`config.mk`:
```
export PLATFORM = sky130hd
export DESIGN_NAME = axi_interconnect_wr_mc
export DESIGN_NICKNAME = d
export VERILOG_FILES = /design/src/rtl/axi_interconnect_wr_mc.sv
export SDC_FILE = /design/constraint.sdc
export NUM_CORES = 1
export LEC_CHECK = 0
export ABC_AREA = 1
export BUFFER_PORTS_ARGS = -buffer_cell sky130_fd_sc_hd__buf_2
export CAP_MARGIN = 20
export CELL_PAD_IN_SITES_DETAIL_PLACEMENT = 1
export CELL_PAD_IN_SITES_GLOBAL_PLACEMENT = 1
export CORE_AREA = 2 2 314 316
export DETAILED_ROUTE_END_ITERATION = 16
export DIE_AREA = 0 0 316 318
export PLACE_DENSITY_LB_ADDON = 0.12
export SLEW_MARGIN = 30
export SYNTH_ARGS = -nofsm -noshare
export SYNTH_HDL_FRONTEND = slang
export SYNTH_SLANG_ARGS = --single-unit
```
`constraint.sdc`:
```
create_clock -name clk -period 2.7 [get_ports clk]
set_input_delay 0.54 -clock clk [delete_from_list [all_inputs] [get_ports clk]]
set_output_delay 0.54 -clock clk [all_outputs]
set_load 0.01 [all_outputs]
```
`src/rtl/axi_interconnect_wr_mc.sv`:
```
// Round-robin AXI write front end: one BURST_LEN burst per grant into per-channel DDR regions; awvalid 2 cycles after synced ready.
// Holds awvalid until awready, pops the granted FIFO on wready; define AXI_WR_REGION_WRAP_EN to wrap region offsets instead of stopping.
module axi_interconnect_wr_mc #(
  parameter int         CTRL_ADDR_WIDTH = 28,
  parameter int         DQ_WIDTH        = 32,
  parameter int         BURST_LEN       = 16,
  parameter int         CH_NUM          = 2,
  parameter int         REGION_BURSTS   = 1024,
  parameter logic [7:0] CMD_START       = 8'hA1,
  parameter logic [7:0] CMD_STOP        = 8'hA2,
  parameter logic [7:0] CMD_ADDR_RST    = 8'hA0,
  localparam int        BEAT_W          = DQ_WIDTH * 8,
  localparam int        GW              = (CH_NUM > 1) ? $clog2(CH_NUM) : 1
) (
  input  logic                       clk,
  input  logic                       rst,
  input  logic [7:0]                 rs232_data,
  input  logic                       rs232_flag,
  input  logic [CH_NUM-1:0]          ch_rready,
  input  logic [CH_NUM*BEAT_W-1:0]   ch_data,
  output logic [CH_NUM-1:0]          ch_rd_en,
  output logic [CTRL_ADDR_WIDTH-1:0] axi_awaddr,
  output logic                       axi_awvalid,
  input  logic                       axi_awready,
  output logic [BEAT_W-1:0]          axi_wdata,
  input  logic                       axi_wready,
  input  logic                       axi_wlast,
  output logic                       record_valid,
  output logic [CH_NUM-1:0]          ch_full,
  output logic [GW-1:0]              grant_ch
);

  localparam int          ADDR_STEP    = BURST_LEN * 8;
  localparam int          OFF_W        = $clog2(REGION_BURSTS) + 1;
  localparam logic [63:0] REGION_BYTES = 64'(REGION_BURSTS) * 64'(ADDR_STEP);

  typedef enum logic [1:0] {IDLE, ARB, AWADDR, WDATA} state_t;
  state_t state, state_nxt;

  logic [CH_NUM-1:0]          rdy_meta, rdy_sync, elig;
  logic [OFF_W-1:0]           off [CH_NUM];
  logic [GW-1:0]              ptr, arb_g, idx;
  logic                       arb_found, aw_hs, cmd_addr_rst;
  logic [CTRL_ADDR_WIDTH-1:0] arb_addr;

  assign elig         = rdy_sync & ~ch_full;
  assign aw_hs        = (state == AWADDR) && axi_awready;
  assign cmd_addr_rst = rs232_flag && (rs232_data == CMD_ADDR_RST);
  assign axi_awvalid  = (state == AWADDR);

  // Scan starts one past the last winner so every channel gets a turn.
  always_comb begin
    arb_found = 1'b0;
    arb_g     = '0;
    idx       = '0;
    for (int i = 1; i <= CH_NUM; i++) begin
      idx = GW'((int'(ptr) + i) % CH_NUM);
      if (!arb_found && elig[idx]) begin
        arb_found = 1'b1;
        arb_g     = idx;
      end
    end
    arb_addr = CTRL_ADDR_WIDTH'(64'(arb_g) * REGION_BYTES + 64'(off[arb_g]) * 64'(ADDR_STEP));
  end

  always_comb begin
    state_nxt = state;
    case (state)
      IDLE:    if (record_valid && |elig) state_nxt = ARB;
      ARB:     state_nxt = arb_found ? AWADDR : IDLE;
      AWADDR:  if (axi_awready) state_nxt = WDATA;
      WDATA:   if (axi_wlast) state_nxt = IDLE;
      default: state_nxt = IDLE;
    endcase
  end

  always_comb begin
    ch_rd_en  = '0;
    axi_wdata = '0;
    if (state == WDATA) begin
      ch_rd_en[grant_ch] = axi_wready;
      axi_wdata          = ch_data[int'(grant_ch)*BEAT_W +: BEAT_W];
    end
  end

  always_ff @(posedge clk) begin
    if (rst) begin
      state        <= IDLE;
      rdy_meta     <= '0;
      rdy_sync     <= '0;
      record_valid <= 1'b0;
      ch_full      <= '0;
      ptr          <= GW'(CH_NUM - 1);
      grant_ch     <= '0;
      axi_awaddr   <= '0;
      for (int c = 0; c < CH_NUM; c++) off[c] <= '0;
    end else begin
      state    <= state_nxt;
      rdy_meta <= ch_rready;
      rdy_sync <= rdy_meta;

      if (rs232_flag && rs232_data == CMD_START)     record_valid <= 1'b1;
      else if (rs232_flag && rs232_data == CMD_STOP) record_valid <= 1'b0;

      if (state == ARB && arb_found) begin
        grant_ch   <= arb_g;
        axi_awaddr <= arb_addr;
      end

      if (aw_hs) ptr <= grant_ch;

      // An address reset in the handshake cycle wins over the offset increment.
      if (cmd_addr_rst) begin
        for (int c = 0; c < CH_NUM; c++) off[c] <= '0;
        ch_full <= '0;
      end else if (aw_hs) begin
`ifdef AXI_WR_REGION_WRAP_EN
        off[grant_ch] <= (off[grant_ch] == OFF_W'(REGION_BURSTS - 1)) ? '0
                         : off[grant_ch] + OFF_W'(1);
`else
        off[grant_ch] <= off[grant_ch] + OFF_W'(1);
        if (off[grant_ch] == OFF_W'(REGION_BURSTS - 1)) ch_full[grant_ch] <= 1'b1;
`endif
      end
    end
  end

endmodule

```
==> impl_metrics.csv <==
group,metric,value,unit
run_status,status,"finished clean",
layout,final_cell_area,11600,µm²
global_route,grt_start_max_net_pins,143,
floorplanning,num_rows,115,
sta,rsz0062_at_grt,"false",
floorplanning,die_h,318,µm
placed_design,hpwlAfterDp,55100,µm
route,drt_iter0_drc,469,
global_route,grt-ovfl-total,0,
yosys,synth_cells,1156,
yosys,synth_seq_cells,46,
sta,tightest_slew,0.527,ns
layout,fillers,12300,
worst_setup_path,critical-path-top-delay-family,"buffers and inverters",
global_route,grt.total_usage,12.1,%
placed_design,finalWeightedCongestion,0.873,
yosys,synth_edf_count,22,
yosys,ys_async_sr_fraction,0,%
sta,fin_crit_sh,92.3,%
layout,regArea,1140,µm²
layout,finalNetCount,2430,
worst_setup_path,worst_path_max_delay_cell,"dfxtp_1",
floorplanning,die_area,100000,µm²
route,wl_per_cell,20.2,µm
pwr,power_density,222,nW/µm²
yosys,ys.warnings.count,0,
clock_network,clockBufferDepth,2,
global_route,grt_pass1_vias,11200,
worst_setup_path,critPathKind,"reg -> out",
sta,slew-limit-headroom,64.8,%
layout,layout-drive-gt1-share,45.8,%
floorplanning,io_pins,819,
clock_network,post_cts_buffers,0,
worst_setup_path,cp_slowest_stage_delay,0.47,ns
floorplanning,start_util,6.13,%
hold_path,worstHoldStart,"rdy_meta[1]$_SDFF_PP0_",
floorplanning,die_w,316,µm
yosys,synth_flop_cell,"dfxtp_1",
global_route,grt_pass1_wl,86900,µm
sta,period_needed,2.49,ns
route,viasPerCell,3.32,
sta,hold_violations,0,
yosys,avgSynthCellArea,5.16,µm²
clock_network,numCtsBuffers,5,
worst_setup_path,path_buf_inv,2,
layout,mostFrequentLayoutCells,"buf_2, nand2_1, a21oi_1, nor2_1, inv_1",
route,wirelength,64700,µm
worst_setup_path,crit_chain,"nand2_4 > buf_12 > a21oi_1 > buf_2",
clock_network,clk_pin_slew_worst_paths,0.07,ns
sta,setup_violations,0,
worst_setup_path,cp-start-kind,"register",
placed_design,port-buffer-count,802,
placed_design,place_area,11400,µm²
yosys,ys_seq_area_share,19.1,%
sta,finalSetupTns,0,ns
worst_setup_path,cp_max_fo,90,
sta,clock.fmax,0.401,GHz
worst_setup_path,cp-end-kind,"output pin",
yosys,yosys-top-cells-area,"nand2_1, a21oi_1, edfxtp_1",
clock_network,cts_root_buf,"clkbuf_16",
route,drtPass1Iterations,5,
yosys,synth_cell_types,32,
clock_network,clkLatencyLatePin,0.31,ns
worst_setup_path,arrival,1.95,ns
clock_network,hold_buffers,0,
sta,finalClockSkew,0.0147,ns
worst_setup_path,crit_start,"state[0]$_SDFFE_PP0P_",
layout,final_common_cell,"buf_2",
sta,drv_slew,0,
yosys,syn_area,5970,µm²
hold_path,hold_path_class,"reg -> reg",
worst_setup_path,cp.required,2.16,ns
layout,syn2layout_area_growth,95.1,%
route,num_vias,10600,
global_route,grt_antenna_before_repair,55,
clock_network,cts_sinks,46,
route,drc,0,
clock_network,cts_tree,"built",
pwr,vdd_drop_max,0.211,mV
pwr,p_leak,6.38,nW
layout,final_util,12.0,%
yosys,synth.top_cell.area_share,36.8,%
run,max-cap-violations,0,
worst_setup_path,reg2reg_slack,0.82,ns
clock_network,h-tree-depth,2,
floorplanning,coreArea,97400,µm²
yosys,yosysTopAreaCell,"nand2_1",
layout,multi_input_area,4210,µm²
route,ant_nets,0,
worst_setup_path,r2r_start,"grant_ch$_SDFFE_PP0P_",
## where the power goes
part | switching, mW | internal (mW) | total, mW | leakage, nW
sequential | 0.0327 | 0.764 | 0.797 | 0.423
combinational | 0.662 | 0.482 | 1.14 | 5.89
clock | 0.299 | 0.342 | 0.640 | 0.0707
total | 0.994 | 1.59 | 2.58 | 6.38
## worst reg2reg max path: cells and delay by family, from the launching register on
kind | cells | cell delay, ns
buffers and inverters | 3 | 0.86
flip-flops | 1 | 0.47
AND/OR/NAND/NOR | 3 | 0.29
## kinds of logic (layout without fill, tap and decap cells)
kind of cell	after synthesis	in the layout	share of synthesized area [%]
AOI/OAI and AO/OA	287	287	24.6
xor gates and xnor gates	3	3	0.440
adders and majority gates	1	1	0.210
buffers and inverters	148	879	11.4
DFF	46	46	19.1
other	1	26	0.0628
and+or+nand+nor	670	670	44.2
## final timing paths
check | cells past startpoint | end
setup / recovery | 4 | axi_wdata[116]
hold / removal | 2 | rdy_sync[1]$_SDFF_PP0_
setup reg to reg | 6 | off[0][8]$_SDFFCE_PN0P_
hold reg to reg | 2 | rdy_sync[1]$_SDFF_PP0_
## what timing repair did
action,CTS,global route
setup endpoints to repair,1,3
resized for setup,1,0
gates cloned,0,1
## final cells by class
type,instances,area share [%]
clock buffers,6,1.11
flip-flops and latches,46,9.83
diodes,10,0.215
repair buffers,834,37.5
multi-input cells,977,36.2
well taps,1287,13.8
inverters,37,1.26
clock inverters,2,0.0859
## cells in the mapped netlist (2+ instances only)
master / n
o21ai_0: 6
buf_2: 33
inv_2: 5
xor2_1: 2
nor2_4: 4
o211ai_1: 9
nand2_1: 586
buf_4: 16
buf_1: 11
dfxtp_1: 24
buf_6: 3
nand3_2: 2
nor2_1: 37
nor3_1: 3
nand2_2: 13
inv_1: 32
nand4_1: 3
o21ai_1: 4
clkbuf_1: 48
nand3_1: 17
edfxtp_1: 22
a21oi_1: 265
nor2_2: 2
## metrics by stage
stage / cells / total power [mW] / hold slack [ns] / setup WS (ns)
finish: 3199 / 2.58 / 0.412 / 0.208
global route: 3196 / 2.81 / 0.443 / 0.0423
CTS: 3188 / 2.67 / 0.419 / 0.0282
detailed placement: 3180 / 1.99 / 0.402 / 0.334
global placement: 3180 / 1.98 / 0.407 / 0.352
floorplan: 1171 / 1.31 / 0.388 / 0.865
## state kept, by name, summed over array words and instances, names as in the netlist, named ones only
register      count
rdy_sync          2
grant_ch          1
record_valid      1
rdy_meta          2
off              22
state             1
ch_full           2
axi_awaddr       12
ptr               1
## routing by layer
layer | wire (µm) | part of all wire, % | vias to the layer above | GRT usage [%]
met2 | 33900 | 52 | 461 | 22.8
met5 | 65 | 0.10 | - | 0
met1 | 25100 | 39 | 4900 | 13.6
met3 | 4810 | 7.4 | 97 | 3.38
met4 | 760 | 1.2 | 10 | 1.61
li1 | - | - | 5167 | -
(Power assumes the default switching activity.)
